==> src/rtl/speed_arbiter_ctrl_pkg.sv <==
// Shared speed-control definitions.
//   SPEED_W : width of the speed datapath (8 bits).
//   state_t : FSM state encoding (IDLE=0, ACCEL=1, BRAKE=2, CRUISE=3).
package speed_arbiter_ctrl_pkg;

  localparam int unsigned SPEED_W = 8;

  typedef enum logic [1:0] {
    IDLE   = 2'd0,
    ACCEL  = 2'd1,
    BRAKE  = 2'd2,
    CRUISE = 2'd3
  } state_t;

endpackage

==> src/rtl/speed_arbiter_ctrl_req_qualifier.sv <==
// Request qualifier: a saturating counter of consecutive high samples.
// The counter clears on any low sample; qual is registered and goes high
// on the same edge that the counter reaches HOLD.
//   clk     : clock, rising edge
//   clr_bar : asynchronous active-low reset
//   req     : raw request
//   qual    : request held high for HOLD consecutive edges
module req_qualifier #(
  parameter int unsigned HOLD = 2
) (
  input  logic clk,
  input  logic clr_bar,
  input  logic req,
  output logic qual
);

  localparam int unsigned CW = (HOLD > 1) ? $clog2(HOLD + 1) : 1;
  localparam logic [CW-1:0] HOLD_C = CW'(HOLD);

  logic [CW-1:0] cnt;
  logic [CW-1:0] cnt_nxt;

  always_comb begin
    cnt_nxt = '0;
    if (req) cnt_nxt = (cnt == HOLD_C) ? cnt : cnt + 1'b1;
  end

  always_ff @(posedge clk or negedge clr_bar) begin
    if (!clr_bar) begin
      cnt  <= '0;
      qual <= 1'b0;
    end else begin
      cnt  <= cnt_nxt;
      qual <= (cnt_nxt == HOLD_C);
    end
  end

endmodule

==> src/rtl/speed_arbiter_ctrl.sv <==
// Speed arbiter: qualifies accelerate/brake requests and drives a Moore FSM
// that ramps, brakes, holds or coasts an 8-bit speed value.
//   clk       : clock, rising edge
//   clr_bar   : asynchronous active-low reset
//   accel_req : accelerate request
//   brake_req : brake request (priority over accelerate)
//   cruise_en : hold speed when nothing is qualified
//   speed     : current speed (registered)
//   accel_gnt : state is ACCEL
//   brake_gnt : state is BRAKE
//   at_max    : speed == MAX_SPEED
//   at_min    : speed == 0
//   state     : encoded FSM state
module speed_arbiter_ctrl
  import speed_arbiter_ctrl_pkg::*;
#(
  parameter int unsigned MAX_SPEED  = 120,
  parameter int unsigned ACCEL_STEP = 2,
  parameter int unsigned BRAKE_STEP = 4,
  parameter int unsigned HOLD       = 2,
  parameter int unsigned COAST_DIV  = 8
) (
  input  logic               clk,
  input  logic               clr_bar,
  input  logic               accel_req,
  input  logic               brake_req,
  input  logic               cruise_en,
  output logic [SPEED_W-1:0] speed,
  output logic               accel_gnt,
  output logic               brake_gnt,
  output logic               at_max,
  output logic               at_min,
  output logic [1:0]         state
);

  localparam int unsigned CDW = (COAST_DIV > 1) ? $clog2(COAST_DIV) : 1;
  localparam logic [CDW-1:0]   COAST_LAST = CDW'(COAST_DIV - 1);
  localparam logic [SPEED_W:0] MAX9 = (SPEED_W + 1)'(MAX_SPEED);
  localparam logic [SPEED_W:0] ACC9 = (SPEED_W + 1)'(ACCEL_STEP);
  localparam logic [SPEED_W:0] BRK9 = (SPEED_W + 1)'(BRAKE_STEP);

  logic accel_q;
  logic brake_q;

  req_qualifier #(.HOLD(HOLD)) u_accel_qual (
    .clk     (clk),
    .clr_bar (clr_bar),
    .req     (accel_req),
    .qual    (accel_q)
  );

  req_qualifier #(.HOLD(HOLD)) u_brake_qual (
    .clk     (clk),
    .clr_bar (clr_bar),
    .req     (brake_req),
    .qual    (brake_q)
  );

  state_t             st;
  state_t             st_nxt;
  logic [CDW-1:0]     coast_cnt;
  logic [CDW-1:0]     coast_nxt;
  logic [SPEED_W-1:0] speed_nxt;
  logic [SPEED_W:0]   up9;
  logic [SPEED_W-1:0] dn;
  logic               coast_wrap;

  always_comb begin
    st_nxt = IDLE;
    if (brake_q)        st_nxt = BRAKE;
    else if (accel_q)   st_nxt = ACCEL;
    else if (cruise_en) st_nxt = CRUISE;

    // Nine-bit sum so the clamp sees the true value even past 255.
    up9 = {1'b0, speed} + ACC9;
    if (up9 > MAX9) up9 = MAX9;
    dn = ({1'b0, speed} < BRK9) ? '0 : speed - BRK9[SPEED_W-1:0];

    coast_wrap = (coast_cnt == COAST_LAST);
    coast_nxt  = '0;
    speed_nxt  = speed;
    unique case (st)
      ACCEL:  speed_nxt = up9[SPEED_W-1:0];
      BRAKE:  speed_nxt = dn;
      CRUISE: speed_nxt = speed;
      IDLE: begin
        coast_nxt = coast_wrap ? '0 : coast_cnt + 1'b1;
        if (coast_wrap && speed != '0) speed_nxt = speed - 1'b1;
      end
      default: speed_nxt = speed;
    endcase
  end

  // Flags are registered from next-state values so they line up with the
  // registered state/speed they describe.
  always_ff @(posedge clk or negedge clr_bar) begin
    if (!clr_bar) begin
      st        <= IDLE;
      speed     <= '0;
      coast_cnt <= '0;
      accel_gnt <= 1'b0;
      brake_gnt <= 1'b0;
      at_max    <= 1'b0;
      at_min    <= 1'b1;
    end else begin
      st        <= st_nxt;
      speed     <= speed_nxt;
      coast_cnt <= coast_nxt;
      accel_gnt <= (st_nxt == ACCEL);
      brake_gnt <= (st_nxt == BRAKE);
      at_max    <= (speed_nxt == MAX9[SPEED_W-1:0]);
      at_min    <= (speed_nxt == '0);
    end
  end

  assign state = st;

endmodule

==> config.mk <==
export PLATFORM = sky130hd
export DESIGN_NAME = speed_arbiter_ctrl
export DESIGN_NICKNAME = d
export VERILOG_FILES = /design/src/rtl/speed_arbiter_ctrl_pkg.sv /design/src/rtl/speed_arbiter_ctrl_req_qualifier.sv /design/src/rtl/speed_arbiter_ctrl.sv
export SDC_FILE = /design/constraint.sdc
export NUM_CORES = 1
export LEC_CHECK = 0
export BUFFER_PORTS_ARGS = -buffer_cell sky130_fd_sc_hd__buf_4
export CAP_MARGIN = 30
export CORE_MARGIN = 2
export CORE_UTILIZATION = 62
export DETAILED_ROUTE_END_ITERATION = 7
export PLACE_DENSITY_LB_ADDON = 0.05
export SYNTH_ARGS = -nofsm -noshare
export SYNTH_HDL_FRONTEND = slang
export SYNTH_HIERARCHICAL = 1
export SYNTH_SLANG_ARGS = --single-unit
==> constraint.sdc <==
create_clock -name clk -period 6.6 [get_ports clk]
set_input_delay 0.99 -clock clk [delete_from_list [all_inputs] [get_ports clk]]
set_output_delay 0.99 -clock clk [all_outputs]
set_load 0.01 [all_outputs]
==> reports/qor.csv <==
stage,metric,value,unit
clock_tree,cts.root.buffer_cell,clkbuf_4,
run,cap_violations,0,
logic_synthesis,synth_top_area_share,0.332,
logic_synthesis,synth_common_cells,"dfrtp_1, inv_1, nand2_1, ha_1",
timing,tightest_slew,0.653,ns
timing,finalHoldViolCount,0,
clock_tree,path_clk_slew,0.13,ns
finish,nets,203,
global_routing,grt_pass1_vias,1368,
setup_path,reg2regPathDepth,8,
routing,dr_wl_met3,280,um
die,initial_utilization,0.664,
place,hpwl,2850,um
timing,finalCritPeriodShare,0.412,
logic_synthesis,syn_nets,189,
finish,antennaDiodeCount,0,
routing,wl_met2,1750,um
logic_synthesis,synth_edf_count,0,
pwr,leakagePower,0.802,nW
place,portBuffers,18,
logic_synthesis,ys_top_cells_by_area,"dfrtp_1, ha_1, inv_1, nand2_1, o21ai_0",
logic_synthesis,ys_ff_latch,23,
timing,final-setup-viol-count,0,
clock_tree,cts_resized,0,
clock_tree,numCtsBuffers,3,
die,fp.dieW,55.8,um
finish,stdcell_count,215,
timing,timing.setup.tns,0,ns
finish,final.fill_count,201,
clock_tree,cts_setup_buffers,0,
setup_path,critPathLaunchType,register,
routing,drt-met1-wl,1590,um
global_routing,grt_pass1_wl,6510,um
clock_tree,clock_path_buffers,2,
clock_tree,cts_tree,done,
die,dieArea,3110,um^2
place,gp_congestion,0.998,
logic_synthesis,async_flop_share,1.00,
clock_tree,htree_levels,1,
setup_path,worstPathRequired,6.83,ns
logic_synthesis,synth_top_area_cell,dfrtp_1,
timing,clock_skew,0.00475,ns
place,post-place-cells,211,
routing,drt_pre_antenna_iters,4,
routing,drtIter0Drc,73,
finish,stdcell_area,1770,um^2
pwr,p_per_area,357,nW/um^2
routing,top_layer,met4,
clock_tree,cts-hold-fix-buffers,0,
routing,drcViolationCount,0,
place,place_ws,3.92,ns
routing,routed_via_density,6.49,
routing,wirelength,3790,um
logic_synthesis,yosysSeqAreaShare,0.347,
logic_synthesis,syn_area,1660,um^2
setup_path,critPathCaptureType,register,
timing,fin_crit,2.72,ns
place,place_area,1740,um^2
logic_synthesis,ys_warn_count,6,
setup_path,startpoint,speed[1]$_DFF_PN0_,
timing,worst_slack,3.88,ns
die,die_height,55.8,um
setup_path,r2r_slack,3.88,ns
hold_path,hp-class,register to register,
logic_synthesis,yosysMostFrequentCell,dfrtp_1,
timing,max_freq,0.367,GHz
logic_synthesis,synth_ff_type,dfrtp_1,
clock_tree,clock-sinks,23,
die,ios,19,
global_routing,antenna_found_initial,0,
global_routing,grtUsageTotal,0.267,
timing,slew_headroom,0.564,
clock_tree,clk_latency,0.33,ns
routing,wl_per_cell,17.6,um
finish,drive_gt1_frac,0.232,
outcome,outcome,"finished, final reports clean",
die,row_count,18,
pwr,total_power,0.630,mW
finish,synthToLayoutAreaGrowth,6.41,%
setup_path,crit_fanout,12,
logic_synthesis,avgSynthCellArea,9.65,um^2
timing,drv_slew,0,
global_routing,grt_overflow,0,
setup_path,r2r_start,speed[1]$_DFF_PN0_,
timing,rsz0062_at_grt,false,
routing,vias,1396,
setup_path,endpoint,at_min$_DFF_PN1_,
setup_path,path_class,register to register,
die,core,2500,um^2
setup_path,worstPathArrival,2.95,ns
routing,drtAntennaViolNets,0,
pwr,ir_drop,0.000316,V
logic_synthesis,syn_inst,172,
logic_synthesis,synthDistinctLibCells,61,
global_routing,grt_max_degree,24,
setup_path,timing.rr.end,at_min$_DFF_PN1_,
[worst max-delay path, cell delays in order, from the launching register on]
cell and delay (ns):
dfrtp_1 0.61, inv_1 0.18, ha_1 0.23, or3b_1 0.31, o2111ai_4 0.18, o311a_2 0.38
a211oi_2 0.30, nand4_1 0.13, nor4_1 0.30
[worst min-delay path by stage]
stage	start	to	slack, ns	cells past startpoint
after floorplan	coast_cnt[0]$_DFF_PN0_	coast_cnt[0]$_DFF_PN0_	0.41	1
after CTS	coast_cnt[0]$_DFF_PN0_	coast_cnt[0]$_DFF_PN0_	0.46	1
final	coast_cnt[0]$_DFF_PN0_	coast_cnt[0]$_DFF_PN0_	0.46	1
after global routing	coast_cnt[0]$_DFF_PN0_	coast_cnt[0]$_DFF_PN0_	0.49	1
after global placement	u_brake_qual/qual$_DFF_PN0_	brake_gnt$_DFF_PN0_	0.43	0
after detailed placement	u_brake_qual/qual$_DFF_PN0_	brake_gnt$_DFF_PN0_	0.43	0
[routing by layer]
| layer | vias up | track usage |
|---|---|---|
| met5 | - | 0 |
| met4 | 0 | 0.129 |
| met3 | 18 | 0.0395 |
| met2 | 72 | 0.422 |
| met1 | 664 | 0.359 |
| li1 | 642 | - |
[kinds of logic after synthesis]
logic type | after synthesis | synth area share
buffers and inverters | 27 | 0.0965
xor gates and xnor gates | 5 | 0.0264
muxes | 2 | 0.0121
AOI/OAI and AO/OA | 38 | 0.191
and+or+nand+nor | 65 | 0.236
adders and majority gates | 12 | 0.0904
DFF | 23 | 0.347
[per-stage QoR]
| step | hold slack (ns) | util |
|---|---|---|
| floorplan | 0.412 | - |
| global placement | 0.430 | 0.696 |
| detailed placement | 0.431 | 0.696 |
| CTS | 0.463 | 0.707 |
| global route | 0.486 | 0.707 |
| finish | 0.460 | 0.707 |
[layout by cell type (no fill, tap or decap), types with 3 or more instances in the layout]
cell      instances
a21oi_1           4
nor4_1            4
nand4_1           3
and2_1            4
clkbuf_4          3
nand3_1           5
nand2_1          15
nor2_1            9
xnor2_1           4
inv_1            17
dfrtp_1          22
buf_4            18
o21ai_1           4
o21ai_0           9
ha_1             12
[flip-flops by register name (all words and copies together), names as in the netlist]
| name | cells |
|---|---|
| brake_gnt | 1 |
| state | 2 |
| coast_cnt | 3 |
| at_min | 1 |
| u_brake_qual/qual | 1 |
| speed | 8 |
| u_brake_qual/cnt | 2 |
| u_accel_qual/qual | 1 |
| accel_gnt | 1 |
| u_accel_qual/cnt | 2 |
| at_max | 1 |
[cell type report]
type | instances | area (um^2) | share of cell area
Multi-Input combinational cell | 122 | 923 | 0.523
Tap cell | 30 | 37.5 | 0.0212
Timing Repair Buffer | 18 | 135 | 0.0765
Clock buffer | 4 | 26.3 | 0.0149
Sequential cell | 23 | 577 | 0.326
Inverter | 18 | 67.6 | 0.0382
[power by group]
part / leakage [nW] / total, mW / internal, mW / switching [mW]
logic: 0.496 / 0.316 / 0.135 / 0.181
registers: 0.291 / 0.245 / 0.172 / 0.0723
clock network: 0.0150 / 0.0691 / 0.0237 / 0.0453
total: 0.802 / 0.630 / 0.331 / 0.299
Power figures use the tool's default switching activity.
